==> src/rtl/alkqsh_if.sv <==
// Q-register / step-counter bus for the ALK mul/div datapath slice.
// Master drives the datapath controls, slave is the alkqsh block.
interface alkqsh_if #(
  parameter int WIDTH = 32
);

  logic             stall_h;
  logic [1:0]       dq_op_h;
  logic [WIDTH-1:0] wbus_h;
  logic             shr_in_h;
  logic             shl_in_h;
  logic             alpctl_muldiv_h;
  logic             loop_flag_h;

  logic [WIDTH-1:0] q_h;
  logic             q_sout_shr_h;
  logic             q_sout_shl_h;
  logic [5:0]       step_cnt_h;
  logic             last_step_h;
  logic             step_ovf_h;

  modport master (
    output stall_h,
    output dq_op_h,
    output wbus_h,
    output shr_in_h,
    output shl_in_h,
    output alpctl_muldiv_h,
    output loop_flag_h,
    input  q_h,
    input  q_sout_shr_h,
    input  q_sout_shl_h,
    input  step_cnt_h,
    input  last_step_h,
    input  step_ovf_h
  );

  modport slave (
    input  stall_h,
    input  dq_op_h,
    input  wbus_h,
    input  shr_in_h,
    input  shl_in_h,
    input  alpctl_muldiv_h,
    input  loop_flag_h,
    output q_h,
    output q_sout_shr_h,
    output q_sout_shl_h,
    output step_cnt_h,
    output last_step_h,
    output step_ovf_h
  );

endinterface

==> src/rtl/alkqsh.sv <==
// Q-register shifter and multiply/divide step counter for the DPM datapath.
// Q shifts right for multiply, left for divide; the counter times the mul/div loop.
module alkqsh #(
  parameter int WIDTH = 32,
  parameter int STEPS = 32
) (
  input logic   qdclk_l,
  input logic   reset_l,
  alkqsh_if.slave bus
);

  localparam logic [1:0] OP_HOLD = 2'b00;
  localparam logic [1:0] OP_LOAD = 2'b01;
  localparam logic [1:0] OP_SQR  = 2'b10;
  localparam logic [1:0] OP_SQL  = 2'b11;

  localparam logic [5:0] STEP_INIT = 6'(STEPS - 1);

  logic [WIDTH-1:0] q_q;
  logic [WIDTH-1:0] q_d;
  logic [5:0]       cnt_q;
  logic [5:0]       cnt_d;
  logic             last_q;
  logic             last_d;
  logic             ovf_q;
  logic             ovf_d;

  logic             setup_cyc;
  logic             loop_cyc;
  logic             last_step;
  logic             advance;

  assign advance   = ~bus.stall_h;
  assign setup_cyc = bus.alpctl_muldiv_h & ~bus.loop_flag_h;
  assign loop_cyc  = bus.alpctl_muldiv_h &  bus.loop_flag_h;
  assign last_step = loop_cyc & (cnt_q == 6'd0);

  // Q path ignores the mul/div qualifier so microcode can shift Q freely.
  always_comb begin
    q_d = q_q;
    if (advance) begin
      case (bus.dq_op_h)
        OP_HOLD: q_d = q_q;
        OP_LOAD: q_d = bus.wbus_h;
        OP_SQR:  q_d = {bus.shr_in_h, q_q[WIDTH-1:1]};
        OP_SQL:  q_d = {q_q[WIDTH-2:0], bus.shl_in_h};
        default: q_d = q_q;
      endcase
    end
  end

  // Counter saturates at zero so an overrun cannot wrap back to 63.
  always_comb begin
    cnt_d = cnt_q;
    if (advance) begin
      if (setup_cyc) begin
        cnt_d = STEP_INIT;
      end else if (loop_cyc && (cnt_q != 6'd0)) begin
        cnt_d = cnt_q - 6'd1;
      end
    end
  end

  always_comb begin
    last_d = last_q;
    ovf_d  = ovf_q;
    if (advance) begin
      last_d = last_step;
      if (setup_cyc) begin
        ovf_d = 1'b0;
      end else if (last_q && last_step) begin
        ovf_d = 1'b1;
      end
    end
  end

  always_ff @(posedge qdclk_l or negedge reset_l) begin
    if (!reset_l) begin
      q_q    <= '0;
      cnt_q  <= 6'd0;
      last_q <= 1'b0;
      ovf_q  <= 1'b0;
    end else begin
      q_q    <= q_d;
      cnt_q  <= cnt_d;
      last_q <= last_d;
      ovf_q  <= ovf_d;
    end
  end

  assign bus.q_h          = q_q;
  assign bus.q_sout_shr_h = q_q[0];
  assign bus.q_sout_shl_h = q_q[WIDTH-1];
  assign bus.step_cnt_h   = cnt_q;
  assign bus.last_step_h  = last_step;
  assign bus.step_ovf_h   = ovf_q;

endmodule

==> src/flat_wrapper.sv <==
// flat-port wrapper written by rule: the top's interface ports become plain ports
module alkqsh_flat 
#(
  parameter int WIDTH = 32,
  parameter int STEPS = 32
)
  (qdclk_l, reset_l, bus_stall_h, bus_dq_op_h, bus_wbus_h, bus_shr_in_h, bus_shl_in_h, bus_alpctl_muldiv_h, bus_loop_flag_h, bus_q_h, bus_q_sout_shr_h, bus_q_sout_shl_h, bus_step_cnt_h, bus_last_step_h, bus_step_ovf_h);
  alkqsh_if #(.WIDTH(WIDTH)) bus_i ();
  input logic qdclk_l;
  input logic reset_l;
  input wire logic [$bits(bus_i.stall_h)-1:0] bus_stall_h;
  input wire logic [$bits(bus_i.dq_op_h)-1:0] bus_dq_op_h;
  input wire logic [$bits(bus_i.wbus_h)-1:0] bus_wbus_h;
  input wire logic [$bits(bus_i.shr_in_h)-1:0] bus_shr_in_h;
  input wire logic [$bits(bus_i.shl_in_h)-1:0] bus_shl_in_h;
  input wire logic [$bits(bus_i.alpctl_muldiv_h)-1:0] bus_alpctl_muldiv_h;
  input wire logic [$bits(bus_i.loop_flag_h)-1:0] bus_loop_flag_h;
  output wire logic [$bits(bus_i.q_h)-1:0] bus_q_h;
  output wire logic [$bits(bus_i.q_sout_shr_h)-1:0] bus_q_sout_shr_h;
  output wire logic [$bits(bus_i.q_sout_shl_h)-1:0] bus_q_sout_shl_h;
  output wire logic [$bits(bus_i.step_cnt_h)-1:0] bus_step_cnt_h;
  output wire logic [$bits(bus_i.last_step_h)-1:0] bus_last_step_h;
  output wire logic [$bits(bus_i.step_ovf_h)-1:0] bus_step_ovf_h;
  assign bus_i.stall_h = bus_stall_h;
  assign bus_i.dq_op_h = bus_dq_op_h;
  assign bus_i.wbus_h = bus_wbus_h;
  assign bus_i.shr_in_h = bus_shr_in_h;
  assign bus_i.shl_in_h = bus_shl_in_h;
  assign bus_i.alpctl_muldiv_h = bus_alpctl_muldiv_h;
  assign bus_i.loop_flag_h = bus_loop_flag_h;
  assign bus_q_h = bus_i.q_h;
  assign bus_q_sout_shr_h = bus_i.q_sout_shr_h;
  assign bus_q_sout_shl_h = bus_i.q_sout_shl_h;
  assign bus_step_cnt_h = bus_i.step_cnt_h;
  assign bus_last_step_h = bus_i.last_step_h;
  assign bus_step_ovf_h = bus_i.step_ovf_h;
  alkqsh #(.WIDTH(WIDTH), .STEPS(STEPS)) u_core (.qdclk_l(qdclk_l), .reset_l(reset_l), .bus(bus_i));
endmodule
==> config.mk <==
export PLATFORM = sky130hd
export DESIGN_NAME = alkqsh_flat
export DESIGN_NICKNAME = d
export VERILOG_FILES = /design/src/rtl/alkqsh_if.sv /design/src/rtl/alkqsh.sv /design/src/flat_wrapper.sv
export SDC_FILE = /design/constraint.sdc
export NUM_CORES = 1
export LEC_CHECK = 0
export ABC_AREA = 1
export CAP_MARGIN = 25
export CORE_ASPECT_RATIO = 1.5
export CORE_MARGIN = 1.5
export CORE_UTILIZATION = 51
export CTS_BUF_LIST = sky130_fd_sc_hd__clkbuf_4
export CTS_CLUSTER_DIAMETER = 80
export DETAILED_ROUTE_END_ITERATION = 12
export PLACE_DENSITY = 0.88
export SLEW_MARGIN = 15
export SYNTH_ARGS = -nofsm -noshare
export SYNTH_HDL_FRONTEND = slang
export SYNTH_SLANG_ARGS = --single-unit
==> constraint.sdc <==
create_clock -name qdclk_l -period 2.6 [get_ports qdclk_l]
set_input_delay 0.52 -clock qdclk_l [delete_from_list [all_inputs] [get_ports qdclk_l]]
set_output_delay 0.52 -clock qdclk_l [all_outputs]
set_load 0.01 [all_outputs]
Yosys cells after proc, flatten, opt, wreduce, memory -nomap -nowiden:

Cells that the tools add are included.

* logic and storage cells: 29
* register bits: 40
* output and inout bits: 42
* input port bits: 41

* bitwise logic cells: 6
* reduce and logical (&&, ||, !) cells: 10
* multiplexer cells: 5
* add/sub/neg operators: 1
* eq/ne operators: 3

Operators with widths (number)
* $pmux 32 s3: 1
* $mux 6: 2
* $logic_not 6->1: 1
* $reduce_and 2->1: 3
* $reduce_bool 6->1: 1
* $sub 6x1->6 const B: 1
* $eq 2x2->1 const B: 2
* $reduce_bool 2->1: 2
* $and 1x1->1: 3
* $not 1->1: 3
* $eq 2x1->1 const B: 1
* $logic_and 1x1->1: 2
* $logic_not 2->1: 1
* $mux 1: 2

Longest topological paths before layout:

* word-level depth: 5
* mapped depth: 8
* gate-level depth less buffers: 8

Worst setup path after synthesis:

Ideal clock, no wire load.

* path kind: register to output
* start: reg u_core.cnt_q[0], in the netlist u_core.bus.step_cnt_h[0]
* end: out bus_last_step_h
* required time: 2080 ps
* stages on the path, launching flop included: 7
* path slack: 878 ps
* path buffers: 0
* arrival: 1202 ps
* path through: dfrtp_1 > inv_1 > ha_1 > nand3_1 > nor2_2 > inv_1 > nor2_1

* longest elaborated chain between the ends: 2

Ends and longest elaborated chain
* start, declared: line alkqsh.sv:21 `logic [5:0] cnt_q;`
* start signal, assigned: line alkqsh.sv:85 `cnt_q <= cnt_d;`
* $logic_not 6->1: line alkqsh.sv:36 `assign last_step = loop_cyc & (cnt_q == 6'd0);`
* $and 1x1->1: line alkqsh.sv:36
* end, declared: line flat_wrapper.sv:22 `output wire logic [$bits(bus_i.last_step_h)-1:0] bus_last_step_h;`

No other way between the ends.

Worst setup path in the final report:

Ends and elaborated chain as after synthesis.

==> impl_metrics.csv <==
group,metric,value,unit
setup_path,start_kind,"flip-flop",
run,drv_cap,0,
setup_path,crit_fanout,4,
cts,clkLatencyLatePin,0.34,ns
layout,antennaDiodeCount,0,
setup_path,r2r_start,"u_core.bus.step_cnt_h[0]",
cts,clk_path_buf_depth,2,
run_status,outcome,"finished clean",
power,vdd_drop_max,0.406,mV
setup_path,rr_endpoint,"u_core.bus.step_cnt_h[5]",
cts,cts_root_buffer,"clkbuf_4",
power,clkPwrFrac,14.9,%
timing,fin_crit_sh,82.6,%
floorplanning,rows,31,
cts,cts_setup_buffers,0,
global_route,track_usage,24.7,%
setup_path,crit_start,"u_core.bus.step_cnt_h[0]",
layout,drive_gt1_share,10.3,%
floorplanning,die_h,89.1,um
global_route,grt_pass1_vias,2368,
timing,rsz0062_at_grt,"no",
synthesis,ys_warn_count,0,
global_route,gr-total-overflow,0,
floorplanning,die-area,0.00539,mm^2
floorplanning,dieWidth,60.4,um
synthesis,ys_types,26,
power,comb_power_share,42.8,%
synthesis,synth_fp_nets,365,
timing,fin_worst_skew,0.00359,ns
cts,cts_buffers,5,
cts,ctsHoldBuffers,0,
cts,cts_resized,0,
detailed_routing,avgRoutedWirePerCell,13.4,um
layout,layout.nets,442,
min_path,worstHoldPathType,"in -> async",
global_route,grt_pass1_wl,10200,um
timing,hold_viol_final,0,
timing,slew_violations,0,
power,swShare,35.6,%
timing,setup_viol,0,
synthesis,synth_area_per_cell,7.83,um^2
power,p_seq_share,42.3,%
cts,htree_levels,2,
setup_path,ff2ff_setup_slack,1.09,ns
synthesis,ys_seq_elements,40,
timing,max_slew_margin,39.5,%
floorplanning,io_pins,83,
timing,fmax,0.465,GHz
setup_path,worstSetupEndpointType,"primary output",
layout,syn_to_final_growth,34.2,%
cts,clock-sinks,40,
power,power.density,575,mW/mm^2
power,p_sw,0.693,mW
setup_path,crit_type,"reg -> out",
synthesis,synth_top_area_share,39.7,%
timing,fin_ws,0.452,ns
floorplanning,core,0.00481,mm^2
synthesis,synthesis.area,0.00252,mm^2
detailed_routing,drt_iter0_markers,79,
power,p_total,1.95,mW
synthesis,synthTopCellsByArea,"dfrtp_1 40%, inv_1 11%, nand2_1 8.3%",
synthesis,syn_inst,322,
synthesis,synth-seq-area-share,39.7,%
global_route,antenna_found_initial,0,
setup_path,arrival,1.63,ns
detailed_routing,via_per_inst,5.18,
power,cellLeakagePower,1.65,nW
detailed_routing,ant_nets,0,
setup_path,worstPathRequired,2.08,ns
placement,dpl.hpwl,4660,um
global_route,grt_start_max_net_pins,41,
placement,io_buffers,82,
setup_path,r2r_cells,9,
detailed_routing,drc,0,
timing,period_minus_slack,2.15,ns
floorplanning,initial_core_util,52.4,%
placement,place_ws,0.0887,ns
timing,tns,0,ns
power,p_int,1.25,mW
detailed_routing,wl,6240,um
cts,cts_tree,"done",
cts,cts.clk_slew.worst_paths,0.11,ns
timing,tightest_slew,0.908,ns
detailed_routing,vias,2409,
detailed_routing,firstDrtPassIters,4,
synthesis,yosysTopAreaCell,"dfrtp_1",
placement,place.gp.congestion,0.822,
placed cells by master (no fill, tap or decap), types with 2 or more instances in the layout:
cell,n
buf_2,2
inv_2,3
o21ai_1,26
buf_12,2
o22ai_1,16
nor2_1,13
o21ai_2,11
ha_1,2
o21ai_0,11
clkinv_1,2
clkdlybuf4s50_1,79
nand3_1,10
o21a_1,25
o22ai_2,10
inv_1,72
nand2_1,56
nand4_1,2
clkbuf_4,5
buf_4,5
dfrtp_1,40
metal layers:
layer / GRT usage [%] / up-vias / wire length (um)
li1: - / 1177 / -
met1: 26.3 / 1157 / 2250
met2: 46.8 / 66 / 3580
met3: 5.35 / 9 / 323
met4: 8.30 / 0 / 88
met5: 0 / - / 0
cells by family (layout without fill, tap and decap cells):
| group | count (synthesis) | after routing | share of synthesized area (%) |
|---|---|---|---|
| simple gates | 85 | 85 | 13.9 |
| flops | 40 | 40 | 39.7 |
| compound gates | 101 | 101 | 28.0 |
| fa+ha+maj | 2 | 2 | 0.992 |
| buf+inv | 94 | 171 | 17.4 |
worst max path at each step:
stage / slack, ns / endpoint
floorplan: 0.88 / bus_last_step_h
global placement: 0.16 / bus_last_step_h
detailed placement: 0.09 / bus_last_step_h
CTS: 0.05 / bus_last_step_h
global route: 0.34 / bus_last_step_h
finish: 0.45 / bus_last_step_h
power by group through the flow:
stage / Combinational, mW / Clock [mW] / Sequential [mW]
after global routing: 0.918 / 0.324 / 0.836
after CTS: 0.840 / 0.296 / 0.822
after detailed placement: 0.835 / 0 / 0.834
after floorplan: 0.396 / 0 / 0.875
after global placement: 0.813 / 0 / 0.830
final: 0.833 / 0.290 / 0.822
metrics by stage:
| stage | utilization [%] | cells | hold slack [ns] | cell area [um^2] |
|---|---|---|---|---|
| after floorplan | - | 322 | 0.224 | 2520 |
| after global placement | 69.4 | 458 | 0.489 | 3340 |
| after detailed placement | 69.4 | 458 | 0.498 | 3340 |
| after CTS | 70.3 | 465 | 0.309 | 3380 |
| after global routing | 70.4 | 465 | 0.345 | 3380 |
| final | 70.4 | 465 | 0.293 | 3380 |
critical path, stage by stage, from the launching register on:
cell and delay [ns]:
dfrtp_1 0.43, inv_1 0.11, ha_1 0.16, nand3_1 0.11, nor2_2 0.15, inv_1 0.07, nor2_1 0.08, dlymetal6s2s_1 0.17
registers in the layout, summed over array words and instances (netlist names):
signal and cells:
u_core.bus.step_cnt_h 6, u_core.bus.step_ovf_h 1, u_core.bus.q_h 32, u_core.last_q 1
area by class of cell:
cell class                 instances  area (um^2)
tap                               66         82.6
inverter                          75          282
clock buffer                       5         37.5
fill                             422         1430
timing repair buffer              89          891
sequential                        40         1000
clock inverter                     2         7.51
multi-input combinational        188         1080
synthesized netlist by cell type, drive strengths merged:
library cell  instances
a21oi                 1
buf                  18
clkbuf                1
dfrtp                40
ha                    2
inv                  75
nand2                57
nand3                10
nand4                 2
nor2                 15
o21a                 25
o21ai                48
o21bai                1
o22ai                26
or2                   1
Power figures use the tool's default switching activity.
